$ cat src/rtl/dmem_refill_ctrl_if.sv
// Pipeline-side and data-memory-side signals of the data-cache refill controller.
// master = controller, slave = surrounding pipeline/cache/memory.
interface dmem_refill_ctrl_if #(
  parameter int DATA_WIDTH = 32,
  parameter int ADDR_WIDTH = 32
);
  logic                  load_i;
  logic                  store_i;
  logic                  miss_i;
  logic [ADDR_WIDTH-1:0] addr_i;
  logic [DATA_WIDTH-1:0] wdata_i;
  logic                  stall_o;
  logic                  fill_valid_o;
  logic [ADDR_WIDTH-1:0] fill_addr_o;
  logic [DATA_WIDTH-1:0] fill_data_o;
  logic                  mem_req_o;
  logic                  mem_we_o;
  logic [ADDR_WIDTH-1:0] mem_addr_o;
  logic [DATA_WIDTH-1:0] mem_wdata_o;
  logic [DATA_WIDTH-1:0] mem_rdata_i;
  logic                  mem_ack_i;

  modport master (
    input  load_i, store_i, miss_i, addr_i, wdata_i, mem_rdata_i, mem_ack_i,
    output stall_o, fill_valid_o, fill_addr_o, fill_data_o,
           mem_req_o, mem_we_o, mem_addr_o, mem_wdata_o
  );

  modport slave (
    output load_i, store_i, miss_i, addr_i, wdata_i, mem_rdata_i, mem_ack_i,
    input  stall_o, fill_valid_o, fill_addr_o, fill_data_o,
           mem_req_o, mem_we_o, mem_addr_o, mem_wdata_o
  );
endinterface

$ cat src/rtl/dmem_refill_ctrl.sv
// Load-miss refill and store write-through controller; stores sit in a small FIFO
// that is always drained to memory before a miss read is issued.
module dmem_refill_ctrl #(
  parameter int DATA_WIDTH = 32,
  parameter int ADDR_WIDTH = 32,
  parameter int WB_DEPTH   = 2
) (
  input logic               clk,
  input logic               rst,
  dmem_refill_ctrl_if.master bus
);
  localparam int PW = (WB_DEPTH > 1) ? $clog2(WB_DEPTH) : 1;
  localparam int WW = ADDR_WIDTH - 2;
  localparam logic [PW-1:0] PTR_ONE  = PW'(1);
  localparam logic [PW:0]   CNT_ONE  = (PW+1)'(1);
  localparam logic [PW:0]   FULL_CNT = (PW+1)'(WB_DEPTH);

  typedef enum logic [1:0] {ST_IDLE, ST_DRAIN, ST_READ, ST_FILL} state_e;

  state_e                state_q, state_d;
  logic [WW-1:0]         wb_addr_q [WB_DEPTH];
  logic [WW-1:0]         wb_addr_d [WB_DEPTH];
  logic [DATA_WIDTH-1:0] wb_data_q [WB_DEPTH];
  logic [DATA_WIDTH-1:0] wb_data_d [WB_DEPTH];
  logic [PW-1:0]         head_q, head_d, tail_q, tail_d;
  logic [PW:0]           count_q, count_d, count_after_pop;
  logic [WW-1:0]         miss_addr_q, miss_addr_d;
  logic [DATA_WIDTH-1:0] fill_data_q, fill_data_d;

  logic wb_empty, wb_full, wr_pend, pop, push, load_miss, store_blk;
  logic unused_addr_lsb;

  assign unused_addr_lsb = ^bus.addr_i[1:0];

  assign wb_empty  = (count_q == '0);
  assign wb_full   = (count_q == FULL_CNT);
  // Writes drain from the head whenever no miss read owns the memory port.
  assign wr_pend   = ((state_q == ST_IDLE) || (state_q == ST_DRAIN)) && !wb_empty;
  assign pop       = wr_pend && bus.mem_ack_i;
  assign load_miss = (state_q == ST_IDLE) && bus.load_i && bus.miss_i && !bus.store_i;
  assign push      = (state_q == ST_IDLE) && bus.store_i && (!wb_full || pop);
  assign store_blk = (state_q == ST_IDLE) && bus.store_i && wb_full && !pop;
  assign count_after_pop = pop ? (count_q - CNT_ONE) : count_q;

  assign bus.stall_o      = (state_q != ST_IDLE) || load_miss || store_blk;
  assign bus.fill_valid_o = (state_q == ST_FILL);
  assign bus.fill_addr_o  = (state_q == ST_FILL) ? {miss_addr_q, 2'b00} : '0;
  assign bus.fill_data_o  = (state_q == ST_FILL) ? fill_data_q : '0;
  assign bus.mem_req_o    = wr_pend || (state_q == ST_READ);
  assign bus.mem_we_o     = wr_pend;
  assign bus.mem_addr_o   = wr_pend ? {wb_addr_q[head_q], 2'b00} :
                            (state_q == ST_READ) ? {miss_addr_q, 2'b00} : '0;
  assign bus.mem_wdata_o  = wr_pend ? wb_data_q[head_q] : '0;

  always_comb begin
    state_d     = state_q;
    head_d      = head_q;
    tail_d      = tail_q;
    count_d     = count_q;
    miss_addr_d = miss_addr_q;
    fill_data_d = fill_data_q;
    wb_addr_d   = wb_addr_q;
    wb_data_d   = wb_data_q;

    if (push) begin
      wb_addr_d[tail_q] = bus.addr_i[ADDR_WIDTH-1:2];
      wb_data_d[tail_q] = bus.wdata_i;
      tail_d            = tail_q + PTR_ONE;
    end
    if (pop) begin
      head_d = head_q + PTR_ONE;
    end
    case ({push, pop})
      2'b10:   count_d = count_q + CNT_ONE;
      2'b01:   count_d = count_q - CNT_ONE;
      default: count_d = count_q;
    endcase

    case (state_q)
      ST_IDLE: begin
        if (load_miss) begin
          miss_addr_d = bus.addr_i[ADDR_WIDTH-1:2];
          state_d     = (count_after_pop != '0) ? ST_DRAIN : ST_READ;
        end
      end
      ST_DRAIN: begin
        if (pop && (count_q == CNT_ONE)) begin
          state_d = ST_READ;
        end
      end
      ST_READ: begin
        if (bus.mem_ack_i) begin
          fill_data_d = bus.mem_rdata_i;
          state_d     = ST_FILL;
        end
      end
      ST_FILL:  state_d = ST_IDLE;
      default:  state_d = ST_IDLE;
    endcase
  end

  always_ff @(posedge clk) begin
    if (rst) begin
      state_q     <= ST_IDLE;
      head_q      <= '0;
      tail_q      <= '0;
      count_q     <= '0;
      miss_addr_q <= '0;
      fill_data_q <= '0;
      for (int i = 0; i < WB_DEPTH; i++) begin
        wb_addr_q[i] <= '0;
        wb_data_q[i] <= '0;
      end
    end else begin
      state_q     <= state_d;
      head_q      <= head_d;
      tail_q      <= tail_d;
      count_q     <= count_d;
      miss_addr_q <= miss_addr_d;
      fill_data_q <= fill_data_d;
      wb_addr_q   <= wb_addr_d;
      wb_data_q   <= wb_data_d;
    end
  end
endmodule
$ cat src/flat_wrapper.sv
// flat-port wrapper written by rule: the top's interface ports become plain ports
module dmem_refill_ctrl_flat 
#(
  parameter int DATA_WIDTH = 32,
  parameter int ADDR_WIDTH = 32,
  parameter int WB_DEPTH   = 2
)
  (clk, rst, bus_load_i, bus_store_i, bus_miss_i, bus_addr_i, bus_wdata_i, bus_mem_rdata_i, bus_mem_ack_i, bus_stall_o, bus_fill_valid_o, bus_fill_addr_o, bus_fill_data_o, bus_mem_req_o, bus_mem_we_o, bus_mem_addr_o, bus_mem_wdata_o);
  dmem_refill_ctrl_if #(.DATA_WIDTH(DATA_WIDTH), .ADDR_WIDTH(ADDR_WIDTH)) bus_i ();
  input logic clk;
  input logic rst;
  input wire logic [$bits(bus_i.load_i)-1:0] bus_load_i;
  input wire logic [$bits(bus_i.store_i)-1:0] bus_store_i;
  input wire logic [$bits(bus_i.miss_i)-1:0] bus_miss_i;
  input wire logic [$bits(bus_i.addr_i)-1:0] bus_addr_i;
  input wire logic [$bits(bus_i.wdata_i)-1:0] bus_wdata_i;
  input wire logic [$bits(bus_i.mem_rdata_i)-1:0] bus_mem_rdata_i;
  input wire logic [$bits(bus_i.mem_ack_i)-1:0] bus_mem_ack_i;
  output wire logic [$bits(bus_i.stall_o)-1:0] bus_stall_o;
  output wire logic [$bits(bus_i.fill_valid_o)-1:0] bus_fill_valid_o;
  output wire logic [$bits(bus_i.fill_addr_o)-1:0] bus_fill_addr_o;
  output wire logic [$bits(bus_i.fill_data_o)-1:0] bus_fill_data_o;
  output wire logic [$bits(bus_i.mem_req_o)-1:0] bus_mem_req_o;
  output wire logic [$bits(bus_i.mem_we_o)-1:0] bus_mem_we_o;
  output wire logic [$bits(bus_i.mem_addr_o)-1:0] bus_mem_addr_o;
  output wire logic [$bits(bus_i.mem_wdata_o)-1:0] bus_mem_wdata_o;
  assign bus_i.load_i = bus_load_i;
  assign bus_i.store_i = bus_store_i;
  assign bus_i.miss_i = bus_miss_i;
  assign bus_i.addr_i = bus_addr_i;
  assign bus_i.wdata_i = bus_wdata_i;
  assign bus_i.mem_rdata_i = bus_mem_rdata_i;
  assign bus_i.mem_ack_i = bus_mem_ack_i;
  assign bus_stall_o = bus_i.stall_o;
  assign bus_fill_valid_o = bus_i.fill_valid_o;
  assign bus_fill_addr_o = bus_i.fill_addr_o;
  assign bus_fill_data_o = bus_i.fill_data_o;
  assign bus_mem_req_o = bus_i.mem_req_o;
  assign bus_mem_we_o = bus_i.mem_we_o;
  assign bus_mem_addr_o = bus_i.mem_addr_o;
  assign bus_mem_wdata_o = bus_i.mem_wdata_o;
  dmem_refill_ctrl #(.DATA_WIDTH(DATA_WIDTH), .ADDR_WIDTH(ADDR_WIDTH), .WB_DEPTH(WB_DEPTH)) u_core (.clk(clk), .rst(rst), .bus(bus_i));
endmodule
$ cat config.mk
export PLATFORM = sky130hd
export DESIGN_NAME = dmem_refill_ctrl_flat
export DESIGN_NICKNAME = d
export VERILOG_FILES = /design/src/rtl/dmem_refill_ctrl_if.sv /design/src/rtl/dmem_refill_ctrl.sv /design/src/flat_wrapper.sv
export SDC_FILE = /design/constraint.sdc
export NUM_CORES = 1
export LEC_CHECK = 0
export ABC_AREA = 0
export CAP_MARGIN = 20
export CORE_ASPECT_RATIO = 1.2
export CORE_MARGIN = 5
export CORE_UTILIZATION = 50
export CTS_BUF_LIST = sky130_fd_sc_hd__clkbuf_4
export DETAILED_ROUTE_END_ITERATION = 7
export GPL_TIMING_DRIVEN = 0
export PLACE_DENSITY = 0.9
export SLEW_MARGIN = 20
export SYNTH_ARGS = -nofsm -noshare
export SYNTH_HDL_FRONTEND = slang
export SYNTH_SLANG_ARGS = --single-unit
$ cat constraint.sdc
create_clock -name clk -period 2.4 [get_ports clk]
set_input_delay 0.48 -clock clk [delete_from_list [all_inputs] [get_ports clk]]
set_output_delay 0.48 -clock clk [all_outputs]
set_load 0.005 [all_outputs]
==> impl_results.md <==
* TNS Setup at -11320 ps
* Antenna fix cells at 0
* DRT Wirelength at 27900 um
* Hold Crit Class: in -> reg
* Setup violation total in the final timing report at 86
* Area delta synth->final at 40.2%
* Number of global-route vias before repair at 8427
* Final Hold Vio Count at 0
* Critical Path Source: u_core.state_q[0]$_SDFFE_PP0P_
* Fin area at 12200 um^2
* Max IR drop VDD at 0.000532 V
* Worst setup margin at -262 ps
* Max Clock Freq at 376 MHz
* Fin crit share at 1.11
* Worst R2R Setup Slack at 300 ps
* Top FF cell, synth: dfxtp_1
* Total die area at 20200 um^2
* Largest net degree at the start of global routing at 17
* Initial DRT Pass Iterations at 5
* Leading area contributor after synthesis: dfxtp_1
* Post-DP Area at 11300 um^2
* Leak at 0.00469 uW
* Gpl congestion at 0.844
* Filler cells at 1332
* MaxCap Viol Count at 0
* Critical setup path kind: reg -> out
* CP arrival at 2180 ps
* Mapped Avg Cell Area at 8.35 um^2
* Initial Utilization at 0.502
* Die Ht at 155 um
* Fin Clk Skew at 16.3 ps
* Mapped Area at 8730 um^2
* Reg-to-reg endpoint: u_core.state_q[0]$_SDFFE_PP0P_
* RSZ-0062 raised after global routing: true
* Setup WS pre-CTS at -718 ps
* Distinct cells, synth at 38
* Ports at 234
* Ys async rst share at 0
* 1st-iter DRT viols at 429
* DRC at 0
* Pwr Density at 986 nW/um^2
* Register area at 3850 um^2
* Worst slew pin tran at 762 ps
* Required @ worst endpoint at 1920 ps
* DPL Wire Length at 19100 um
* Root Driver: clkbuf_4
* Placed Cells at 1495
* H-tree lvl count at 4
* Relative slew margins at 0.492
* Yosys warns at 0
* Final Util at 0.704
* Failing checks: negative setup slack
* Gate Count Post-Synth at 1045
* Cts-stage hold buffer count at 0
* Synth top area share at 0.440
* Synth area leaders: dfxtp_1 (44%), mux2i_1 (14%), nand2_1 (11%)
* Most common cell after layout, fill and taps aside: nand2_1
* Critical path capture point: bus_mem_addr_o[30]
* Multi-input gate area at 4880 um^2
* IO Port Bufs at 227
* Max Slew Vio Count at 0
* Clock Latency Late Sink at 590 ps
* First-pass GRT wire length at 43100 um
* Final worst path period need at 2660 ps
* Max Fanout on Critical Path at 7
* Worst setup EP type: primary output
* Total Routing Usage GR at 0.268
* Sequential area share after synthesis at 0.440
* CTS tree: built
* Mean number of vias per cell at 5.36
* Reg2Reg Launch Point: u_core.state_q[0]$_SDFFE_PP0P_
* GRT overflow at 0
* CTS Buf Count at 17
* Nets at 1433
* Share of layout cells above drive strength 1 at 0.265
* Outcome: finished, violations left
* Post-route ant nets at 0
* Clk slew on worst S/H paths at 160 ps
* CP Launch Type: flip-flop
* Cell row count at 53
* Number of synthesized flops with an enable pin at 0
* Core area at 17400 um^2
* Die X at 131 um
* Synth Register Bits at 192
* Most frequent cells in the layout: nand2_1 (251), dfxtp_1 (188), mux2i_1 (121)
* Buffer depth of the longest clock path at 2
* R2R depth at 8
* Final cell count without fillers at 1555
* Avg WL per Cell at 18.0 um
* Initial antenna violation count at 0
* Clock tree sinks at 192
* Vias at 8329
synth_stat cells, types with 2 or more instances:
cell type  count
nand2_1      251
nand3b_1       2
and2_1        63
inv_1          7
buf_2         18
ha_1           9
a21oi_1       89
a21oi_2       35
buf_12         6
nand2b_1       2
nor2b_1        2
buf_1          7
mux2i_1      124
xor2_1         2
buf_4          4
o21ai_0       30
buf_6          7
nor2_1       104
clkbuf_1      43
dfxtp_1      192
nand3_1       30
xnor2_1        2
registers in the layout, indices dropped and copies added (netlist names):
signal / count
u_core.wb_addr_q: 60
u_core.fill_data_q: 32
u_core.tail_q: 1
u_core.miss_addr_q: 30
u_core.wb_data_q: 64
u_core.head_q: 1
u_core.count_q: 2
u_core.state_q: 2
worst max-delay path, stage by stage (launching register included):
cell       delay [ps]
dfxtp_4           400
inv_4              70
ha_4              140
nor2_4             30
or2_4             270
buf_12            160
clkbuf_16         160
buf_12            130
nand3_2            70
o21ai_2            60
buf_2             130
how the worst min path moves through the flow:
stage | startpoint | endpoint | slack [ps] | cells after the start
after floorplan | u_core.fill_data_q[0]$_SDFFE_PP0P_ | u_core.fill_data_q[0]$_SDFFE_PP0P_ | 430 | 2
after global placement | u_core.fill_data_q[13]$_SDFFE_PP0P_ | u_core.fill_data_q[13]$_SDFFE_PP0P_ | 440 | 2
after detailed placement | u_core.fill_data_q[6]$_SDFFE_PP0P_ | u_core.fill_data_q[6]$_SDFFE_PP0P_ | 440 | 2
after CTS | bus_mem_rdata_i[4] | u_core.fill_data_q[4]$_SDFFE_PP0P_ | 380 | 3
after global routing | bus_mem_rdata_i[18] | u_core.fill_data_q[18]$_SDFFE_PP0P_ | 380 | 3
final | bus_mem_rdata_i[4] | u_core.fill_data_q[4]$_SDFFE_PP0P_ | 410 | 3
repair_timing:
item	in CTS	in global routing
cloned	6	0
resized for setup	599	86
buffers inserted	19	6
setup endpoints to repair	128	126
pin swaps	38	6
area by class of cell:
type / count / share of cell area
tap: 220 / 0.0225
clock inverter: 13 / 0.0132
buffer: 84 / 0.0659
sequential: 192 / 0.315
multi-input combinational: 764 / 0.399
inverter: 7 / 0.00297
clock buffer: 19 / 0.0117
timing repair buffer: 256 / 0.170
cell families (layout without fill, tap and decap cells):
group	Yosys count	count (layout)	synth area share
muxes	124	124	0.142
other	1	4	0.000430
and+or+nand+nor	459	459	0.224
xor gates and xnor gates	4	4	0.00402
adders and majority gates	9	9	0.0129
DFF	192	192	0.440
AOI/OAI and AO/OA	164	164	0.115
buffers and inverters	92	379	0.0611
power by group:
| group | internal, uW | switching (uW) |
|---|---|---|
| logic | 2970 | 3240 |
| clock network | 750 | 1140 |
| registers | 3690 | 278 |
| total | 7400 | 4660 |
per-stage QoR:
step	hold WS [ps]	total power (uW)
2_1_floorplan	432	6800
5_1_grt	384	12700
6_report	414	12100
4_1_cts	377	11800
3_3_place_gp	438	8180
3_5_place_dp	444	8290
routing by layer:
| metal | routed length (um) | GRT usage | vias up | part of all wire |
|---|---|---|---|---|
| li1 | - | - | 3993 | - |
| met1 | 10600 | 0.301 | 3958 | 0.38 |
| met2 | 14400 | 0.474 | 316 | 0.52 |
| met3 | 2050 | 0.0611 | 62 | 0.073 |
| met4 | 861 | 0.122 | 0 | 0.031 |
| met5 | 0 | 0 | - | 0 |
Note: power is estimated with default switching activity, not from simulation.
